`src/rtl/crc_axi_mst.sv`:
```
// AXI3 master for the CRC engine: a read engine streams source words to the
// datapath while a write engine stores the echoed words plus the CRC word.
module crc_axi_mst #(
  parameter int         ADDR_WIDTH = 32,
  parameter int         DATA_WIDTH = 32,
  parameter int         MAX_BURST  = 16,
  parameter logic [3:0] AXI_ID     = 4'd0
) (
  input  logic                    clk,
  input  logic                    rst,
  input  logic                    start,
  input  logic [ADDR_WIDTH-1:0]   addr_src,
  input  logic [ADDR_WIDTH-1:0]   addr_dst,
  input  logic [15:0]             data_len,
  output logic                    busy,
  output logic                    done,
  output logic                    error,
  output logic [DATA_WIDTH-1:0]   rd_data,
  output logic                    rd_valid,
  input  logic                    rd_ready,
  output logic                    rd_last,
  input  logic [DATA_WIDTH-1:0]   wr_data,
  input  logic                    wr_valid,
  output logic                    wr_ready,
  output logic [ADDR_WIDTH-1:0]   araddr,
  output logic [3:0]              arlen,
  output logic [2:0]              arsize,
  output logic [1:0]              arburst,
  output logic [1:0]              arlock,
  output logic [3:0]              arid,
  output logic                    arvalid,
  input  logic                    arready,
  input  logic [3:0]              rid,
  input  logic [DATA_WIDTH-1:0]   rdata,
  input  logic [1:0]              rresp,
  input  logic                    rlast,
  input  logic                    rvalid,
  output logic                    rready,
  output logic [ADDR_WIDTH-1:0]   awaddr,
  output logic [3:0]              awlen,
  output logic [2:0]              awsize,
  output logic [1:0]              awburst,
  output logic [1:0]              awlock,
  output logic [3:0]              awid,
  output logic                    awvalid,
  input  logic                    awready,
  output logic [3:0]              wid,
  output logic [DATA_WIDTH-1:0]   wdata,
  output logic [3:0]              wstrb,
  output logic                    wlast,
  output logic                    wvalid,
  input  logic                    wready,
  input  logic [3:0]              bid,
  input  logic [1:0]              bresp,
  input  logic                    bvalid,
  output logic                    bready
);

  typedef enum logic [1:0] {R_IDLE, R_ADDR, R_DATA} rd_state_t;
  typedef enum logic [1:0] {W_IDLE, W_ADDR, W_DATA, W_RESP} wr_state_t;

  rd_state_t r_rd_state, w_rd_state_nxt;
  wr_state_t r_wr_state, w_wr_state_nxt;

  logic                  r_busy, r_done, r_error;
  logic [ADDR_WIDTH-1:0] r_rd_addr, r_wr_addr;
  logic [15:0]           r_rd_rem, r_wr_rem;
  logic [3:0]            r_arlen, r_awlen, r_rd_beat, r_wr_beat;

  logic                  w_start_acc, w_r_hs, w_r_end, w_w_hs, w_w_end, w_b_hs;
  logic [16:0]           w_nr_full;
  logic [15:0]           w_nr, w_rd_rem_dec;
  logic [ADDR_WIDTH-1:0] w_src_al, w_dst_al, w_rd_addr_inc;
  logic                  w_unused;

  // Beats allowed in the next burst; the 4KB room term keeps bursts inside a page.
  function automatic logic [4:0] f_beats(input logic [11:0] a, input logic [15:0] rem);
    logic [15:0] room, b;
    room = (16'd4096 - {4'd0, a}) >> 2;
    b    = 16'(MAX_BURST);
    if (rem < b)  b = rem;
    if (room < b) b = room;
    return b[4:0];
  endfunction

  assign w_start_acc   = start & ~r_busy;
  assign w_nr_full     = {1'b0, data_len} + 17'd3;
  assign w_nr          = {1'b0, w_nr_full[16:2]};
  assign w_src_al      = {addr_src[ADDR_WIDTH-1:2], 2'b00};
  assign w_dst_al      = {addr_dst[ADDR_WIDTH-1:2], 2'b00};
  assign w_r_hs        = (r_rd_state == R_DATA) & rvalid & rd_ready;
  assign w_r_end       = w_r_hs & (r_rd_beat == r_arlen);
  assign w_rd_addr_inc = r_rd_addr + ADDR_WIDTH'(4);
  assign w_rd_rem_dec  = r_rd_rem - 16'd1;
  assign w_w_hs        = (r_wr_state == W_DATA) & wr_valid & wready;
  assign w_w_end       = w_w_hs & (r_wr_beat == r_awlen);
  assign w_b_hs        = (r_wr_state == W_RESP) & bvalid;
  assign w_unused      = ^{rid, bid, addr_src[1:0], addr_dst[1:0]};

  assign busy    = r_busy;
  assign done    = r_done;
  assign error   = r_error;
  assign araddr  = r_rd_addr;
  assign arlen   = r_arlen;
  assign awaddr  = r_wr_addr;
  assign awlen   = r_awlen;
  assign arsize  = 3'b010;
  assign awsize  = 3'b010;
  assign arburst = 2'b01;
  assign awburst = 2'b01;
  assign arlock  = '0;
  assign awlock  = '0;
  assign arid    = AXI_ID;
  assign awid    = AXI_ID;
  assign wid     = AXI_ID;
  assign wstrb   = '1;

  always_comb begin
    w_rd_state_nxt = r_rd_state;
    arvalid  = 1'b0;
    rready   = 1'b0;
    rd_valid = 1'b0;
    rd_data  = '0;
    rd_last  = 1'b0;
    case (r_rd_state)
      R_IDLE: if (w_start_acc && (w_nr != 16'd0)) w_rd_state_nxt = R_ADDR;
      R_ADDR: begin
        arvalid = 1'b1;
        if (arready) w_rd_state_nxt = R_DATA;
      end
      R_DATA: begin
        rready   = rd_ready;
        rd_valid = rvalid;
        rd_data  = rdata;
        rd_last  = (r_rd_rem == 16'd1);
        if (w_r_end) w_rd_state_nxt = (w_rd_rem_dec != 16'd0) ? R_ADDR : R_IDLE;
      end
      default: w_rd_state_nxt = R_IDLE;
    endcase
  end

  always_comb begin
    w_wr_state_nxt = r_wr_state;
    awvalid  = 1'b0;
    wvalid   = 1'b0;
    wdata    = '0;
    wlast    = 1'b0;
    wr_ready = 1'b0;
    bready   = 1'b0;
    case (r_wr_state)
      W_IDLE: if (w_start_acc && (w_nr != 16'd0)) w_wr_state_nxt = W_ADDR;
      W_ADDR: begin
        awvalid = 1'b1;
        if (awready) w_wr_state_nxt = W_DATA;
      end
      W_DATA: begin
        wvalid   = wr_valid;
        wdata    = wr_data;
        wr_ready = wready;
        wlast    = (r_wr_beat == r_awlen);
        if (w_w_end) w_wr_state_nxt = W_RESP;
      end
      W_RESP: begin
        bready = 1'b1;
        if (bvalid) w_wr_state_nxt = (r_wr_rem != 16'd0) ? W_ADDR : W_IDLE;
      end
      default: w_wr_state_nxt = W_IDLE;
    endcase
  end

  // Address and remaining count advance per beat, so at a burst end they
  // already describe the next burst.
  always_ff @(posedge clk or posedge rst) begin
    if (rst) begin
      r_rd_state <= R_IDLE;
      r_rd_addr  <= '0;
      r_rd_rem   <= '0;
      r_rd_beat  <= '0;
      r_arlen    <= '0;
    end else begin
      r_rd_state <= w_rd_state_nxt;
      if (w_start_acc) begin
        r_rd_addr <= w_src_al;
        r_rd_rem  <= w_nr;
        r_rd_beat <= '0;
        if (w_nr != 16'd0) r_arlen <= 4'(f_beats(w_src_al[11:0], w_nr) - 5'd1);
      end else if (w_r_hs) begin
        r_rd_addr <= w_rd_addr_inc;
        r_rd_rem  <= w_rd_rem_dec;
        if (w_r_end) begin
          r_rd_beat <= '0;
          if (w_rd_rem_dec != 16'd0)
            r_arlen <= 4'(f_beats(w_rd_addr_inc[11:0], w_rd_rem_dec) - 5'd1);
        end else begin
          r_rd_beat <= r_rd_beat + 4'd1;
        end
      end
    end
  end

  always_ff @(posedge clk or posedge rst) begin
    if (rst) begin
      r_wr_state <= W_IDLE;
      r_wr_addr  <= '0;
      r_wr_rem   <= '0;
      r_wr_beat  <= '0;
      r_awlen    <= '0;
    end else begin
      r_wr_state <= w_wr_state_nxt;
      if (w_start_acc) begin
        r_wr_addr <= w_dst_al;
        r_wr_rem  <= w_nr + 16'd1;
        r_wr_beat <= '0;
        if (w_nr != 16'd0) r_awlen <= 4'(f_beats(w_dst_al[11:0], w_nr + 16'd1) - 5'd1);
      end else if (w_w_hs) begin
        r_wr_addr <= r_wr_addr + ADDR_WIDTH'(4);
        r_wr_rem  <= r_wr_rem - 16'd1;
        r_wr_beat <= w_w_end ? 4'd0 : r_wr_beat + 4'd1;
      end else if (w_b_hs && (r_wr_rem != 16'd0)) begin
        r_awlen <= 4'(f_beats(r_wr_addr[11:0], r_wr_rem) - 5'd1);
      end
    end
  end

  always_ff @(posedge clk or posedge rst) begin
    if (rst) begin
      r_busy  <= 1'b0;
      r_done  <= 1'b0;
      r_error <= 1'b0;
    end else if (w_start_acc) begin
      r_busy  <= 1'b1;
      r_done  <= 1'b0;
      r_error <= 1'b0;
    end else begin
      r_done <= 1'b0;
      if (r_busy && (r_rd_state == R_IDLE) && (r_wr_state == W_IDLE)) begin
        r_busy <= 1'b0;
        r_done <= 1'b1;
      end
      if (w_r_hs && ((rresp != 2'b00) || (rlast != (r_rd_beat == r_arlen)))) r_error <= 1'b1;
      if (w_b_hs && (bresp != 2'b00)) r_error <= 1'b1;
    end
  end

endmodule

```
`config.mk`:
```
export PLATFORM = sky130hd
export DESIGN_NAME = crc_axi_mst
export DESIGN_NICKNAME = d
export VERILOG_FILES = /design/src/rtl/crc_axi_mst.sv
export SDC_FILE = /design/constraint.sdc
export NUM_CORES = 1
export LEC_CHECK = 0
export CORE_MARGIN = 2
export CORE_UTILIZATION = 51
export CTS_CLUSTER_SIZE = 28
export DETAILED_ROUTE_END_ITERATION = 12
export HOLD_SLACK_MARGIN = 0.08
export PLACE_DENSITY = 0.87
export SETUP_SLACK_MARGIN = 0.02
export SLEW_MARGIN = 20
export SYNTH_ARGS = -nofsm -noshare
export SYNTH_HDL_FRONTEND = slang
export SYNTH_SLANG_ARGS = --single-unit
```
`constraint.sdc`:
```
create_clock -name clk -period 10.4 [get_ports clk]
set_input_delay 2.08 -clock clk [delete_from_list [all_inputs] [get_ports clk]]
set_output_delay 2.08 -clock clk [all_outputs]
set_load 0.005 [all_outputs]
```
# After elaboration in Yosys (flattened, before gate mapping)
# Cells that the tools add are included.
# W data, S select, Z words.
# op_classes
n_eq_ne,18
order_cmp,8
reduce_logical,25
n_addsub,16
n_mux,81
bitwise_logic,9
# op_table
operator,count
$mux W16,18
$mux W32,6
$mux W4,30
$add A32 B3 Y32 const B,2
$lt A14 B16 Y1,4
$sub A13 B12 Y14 const A,4
$lt A16 B5 Y1 const B,3
$reduce_bool A16 Y1,3
$sub A16 B1 Y16 const B,2
$mux W1,18
$add A16 B2 Y17 const B,1
$add A15 B1 Y16 const B,1
$eq A16 B1 Y1 const B,1
$ne A2 B2 Y1 const B,8
$reduce_bool A2 Y1,8
$sub A4 B1 Y4 const B,4
$lt A15 B5 Y1 const B,1
$mux W15,1
$mux W2,6
$add A4 B1 Y4 const B,2
$and A1 B1 Y1,8
$eq A4 B4 Y1,2
$pmux W2 S4,1
$reduce_and A4 Y1,2
11 further kinds,21
# word_totals
input_bits,167
output_inout_bits,178
ff_bits,119
wordCells,170

# Depth between registers and ports, before layout
# logic_depth
word_depth,18
mapped_depth,24
ltp_nobuf,23

# Least setup slack after synthesis
# Ideal clock, no wire load.
# synth_timing
path_type,input to register
startpoint,in data_len[2]
endpoint,reg r_awlen[2] (netlist: awlen[2])
setup_slack_ns,3.820
cell_stages,23
t_arrival_ns,6.458
required_time_ns,10.278
n_path_buf,1
setup_time_ns,0.122
cell_sequence,or3_1 -> and2_1 -> clkbuf_1 -> ha_1 -> and2_1 -> nand2_1 -> nand2_1 -> a2111o_1 -> a2111oi_4 -> ha_1 -> a21o_1 -> a21oi_1 -> o211ai_1 -> a211oi_1 -> nand2_1 -> a21oi_1 -> a221oi_2 -> mux2_2 -> mux2i_1 -> inv_2 -> ha_1 -> xnor2_1 -> o21ai_1
# synth_between
elab_chain_len,13
word_cells_on_any_way,16
classes_between,add/sub: 3; order compare: 2; eq/ne: 1; mux: 8; reduce/logical: 2
# synth_lines
item,line,source
start: declaration,14,"input logic [15:0] data_len,"
$add A16 B2 Y17 (*),87,"assign w_nr_full = {1'b0, data_len} + 17'd3;"
$add A15 B1 Y16,214,"if (w_nr != 16'd0) r_awlen <= 4'(f_beats(w_dst_al[11:0], w_nr + 16'd1) - 5'd1);"
$lt A16 B5 Y1,81,if (rem < b) b = rem;
$mux W16,81,
$mux W16,214,
$mux W16,210,if (w_start_acc) begin
$lt A14 B16 Y1,82,if (room < b) b = room;
$mux W4,82,
$mux W4,214,
$mux W4,210,
$sub A4 B1 Y4,214,
$mux W4,214,
$mux W4,210,
end signal: assignment,214,
end signal: assignment,220,"r_awlen <= 4'(f_beats(r_wr_addr[11:0], r_wr_rem) - 5'd1);"
end: declaration,68,"logic [3:0] r_arlen, r_awlen, r_rd_beat, r_wr_beat;"
# Every way passes the cells marked *; elsewhere a longest branch is shown, timed or not. The select of a mux whose other input is x is not followed.
# A chain may end at the register's enable or synchronous reset.

# Final worst setup path
# layout_timing
startpoint,in data_len[0]
endpoint,reg r_awlen[2] (netlist: awlen[2])
# Same word-level chain as after synthesis.

==> impl_metrics.json <==
{
  "outcome": "finished clean",
  "setup_tns_ns": 0,
  "slew_violations": 0,
  "clkSinkCount": 115,
  "skew_ns": 0.0120,
  "setup.worst_path.end_class": "flip-flop",
  "clockBufferDepth": 2,
  "finalWirelength_mm": 29.2,
  "die_h_um": 144,
  "synth_cell_type_count": 71,
  "vias": 9961,
  "cp-start-kind": "input port",
  "layout_common_cells": "298 x clkdlybuf4s50_1, 189 x nand2_1, 115 x dfrtp_1",
  "netlist.area_leader.share_pct": 28.7,
  "cpMostUsedCell": "ha_1",
  "synth_area_leaders": "dfrtp_1 29%, ha_1 7.7%, xor2_1 7.5%, nand2_1 7.1%, xnor2_1 6.6%",
  "min-delay-start": "r_rd_state[0]",
  "cts_resized": 0,
  "drt-initial-drc-count": 724,
  "reg2reg_from": "r_rd_rem[0]",
  "period_needed_ns": 7.64,
  "dpl.cell_count": 1779,
  "fp.dieArea_um2": 20800,
  "ios": 345,
  "core_um2": 19300,
  "yosys_most_used_dff": "dfrtp_1",
  "drt-wirelength-per-cell_um": 16.1,
  "area_growth_syn_to_layout_pct": 36.7,
  "fin_crit_sh_pct": 73.5,
  "fin_ws_ns": 2.76,
  "grt_pass1_vias": 9752,
  "grt_pass1_wl_mm": 46.8,
  "synth_edf_count": 0,
  "nets": 1762,
  "overflow": 0,
  "drtPass1Iterations": 6,
  "antenna_left": 0,
  "startpoint": "data_len[0]",
  "crit_chain": "clkdlybuf4s50_1, o21ai_1, and2_1, ha_1, and2_1, nand2_1, a2111oi_4, nand4b_1, a2111oi_4, ha_1, a21o_1, a21oi_1, o211ai_1, a211oi_1, nand2_1, a21oi_1, a221oi_2, mux2_2, mux2i_1, inv_2, ha_1, xnor2_1, o21ai_1",
  "n_fill_cell": 1458,
  "cts_hold_repair.buffers": 0,
  "cp_slowest_stage_delay_ns": 0.58,
  "drv_cap": 0,
  "synth_area_leader_cell": "dfrtp_1",
  "synthCells": 1250,
  "grtUsageTotal_pct": 28.1,
  "cpMaxStageDelayCell": "a2111oi_4",
  "synth_area_um2": 10000,
  "grt_start_max_net_pins": 90,
  "powerDensity_nw_per_um2": 227,
  "leakagePower_nw": 5.44,
  "cts-root-buf": "clkbuf_16",
  "async_flop_share_pct": 100,
  "worstMarginPinSlew_ns": 0.973,
  "viasPerCell": 5.50,
  "place_congestion": 0.868,
  "synth_warnings": 0,
  "hpwl_mm": 21.8,
  "port_buffers": 298,
  "final_common_cell": "clkdlybuf4s50_1",
  "avgSynthCellArea_um2": 8.01,
  "start_util_pct": 51.8,
  "clkTransAtPathRegs_ns": 0.06,
  "ir_drop_mv": 0.130,
  "cts_tree": "yes",
  "maxSlewHeadroom_pct": 35.1,
  "setup_violations": 0,
  "dp_slack_ns": 2.43,
  "hold_path_class": "flip-flop to flip-flop",
  "path_class": "input port to flip-flop",
  "fmax_mhz": 131,
  "p_total_mw": 3.11,
  "drive_above_1_share_pct": 4.20,
  "antenna_found_initial": 0,
  "row_count": 51,
  "worstPathRequired_ns": 10.72,
  "arrival_ns": 7.96,
  "clk_latency_ns": 0.43,
  "post-route-drc-count": 0,
  "post_cts.repair.setup_buffers": 0,
  "hold_violations": 0,
  "rsz0062_at_grt": "false",
  "instances_no_fill": 1811,
  "die_w_um": 144,
  "cts_made_buffers": 17,
  "antennaDiodeCount": 0,
  "htree_levels": 4,
  "yosysSeqAreaShare_pct": 28.7,
  "crit_fanout": 7,
  "synth-seq-cells": 115
}
==> routing by layer <==
metal | global-route usage, % | routed length, um | vias up
li1 | - | - | 4803
met5 | 0 | 0 | -
met1 | 34.8 | 12200 | 4666
met3 | 7.12 | 2150 | 58
met4 | 8.31 | 564 | 0
met2 | 48.4 | 14300 | 434
==> through the flow <==
step / hold WS (ns) / instance area, um2 / utilization, %
final: 0.488 / 13700 / 70.8
after global routing: 0.521 / 13700 / 70.8
after CTS: 0.484 / 13700 / 70.8
after detailed placement: 0.479 / 13100 / 67.7
after global placement: 0.480 / 13100 / 67.7
after floorplan: 0.455 / 10200 / -
==> state kept, by name, indices dropped and copies added (netlist names) <==
| name | flops |
|---|---|
| r_rd_rem | 16 |
| awaddr | 30 |
| r_rd_beat | 4 |
| error | 1 |
| r_wr_beat | 4 |
| arlen | 4 |
| busy | 1 |
| done | 1 |
| r_wr_rem | 16 |
| awlen | 4 |
| r_rd_state | 2 |
| araddr | 30 |
| r_wr_state | 2 |
==> cell families (layout without fill, tap and decap cells) <==
family                   after synthesis  in the layout  synth area share [%]
buffers and inverters                130            370                  6.24
multiplexers                          15             15                  1.56
flip-flops                           115            115                  28.7
XOR/XNOR                             162            162                  14.2
adder cells (fa/ha/maj)               62             62                  7.75
AND/OR/NAND/NOR                      543            543                  27.2
other                                  2             58                0.0750
AO/OA/AOI/OAI                        221            221                  14.2
==> report_power, final <==
group          switching, mW  internal, mW
combinational          0.733         0.844
clock                  0.228         0.366
sequential             0.291         0.645
==> worst paths after layout <==
kind,end,slack (ns),cells past startpoint
min,done,0.49,1
min reg2reg,done,0.49,1
max reg2reg,arlen[2],5.02,19
max,awlen[2],2.76,23
min in group asynchronous,araddr[25],2.06,2
max in group asynchronous,araddr[12],6.97,3
==> synthesized netlist by cell type, drive strengths merged, types with 3 or more instances <==
cell and count:
nand2 189, o21ai 119, dfrtp 115, xor2 86, nor2 79, and2 77, xnor2 76, ha 62
clkbuf 55, buf 41, inv 34, nand3 33, nor3 33, a21oi 29, nand4 21, and3 19
nor4 18, or3 13, nor2b 11, mux2i 10, o211ai 10, nand2b 9, or4 9, a31oi 7
a211oi 6, a21o 6, and4 6, nand3b 6, nor3b 6, or2 6, a2111oi 5, mux2 5
nand4b 4, o2111a 4, o2111ai 4, o31ai 4, a221oi 3, a22oi 3, o22ai 3, o31a 3
==> worst max-delay path, delay by kind of cell <==
family          cells  cell delay, ns
compound gates     10            2.57
simple gates        5            1.13
fa+ha+maj           3            0.78
mux                 2            0.64
buf+inv             2            0.57
xor+xnor            1            0.17
==> layout make-up <==
| type | count | area (um2) | share of cell area (%) |
|---|---|---|---|
| Inverter | 34 | 130 | 0.950 |
| Clock buffer | 21 | 460 | 3.36 |
| Sequential cell | 115 | 2880 | 21.0 |
| Tap cell | 265 | 332 | 2.42 |
| Multi-Input combinational cell | 1061 | 6730 | 49.2 |
| Timing Repair Buffer | 304 | 3030 | 22.1 |
| Clock inverter | 11 | 129 | 0.941 |
Note: power is estimated with default switching activity, not from simulation.
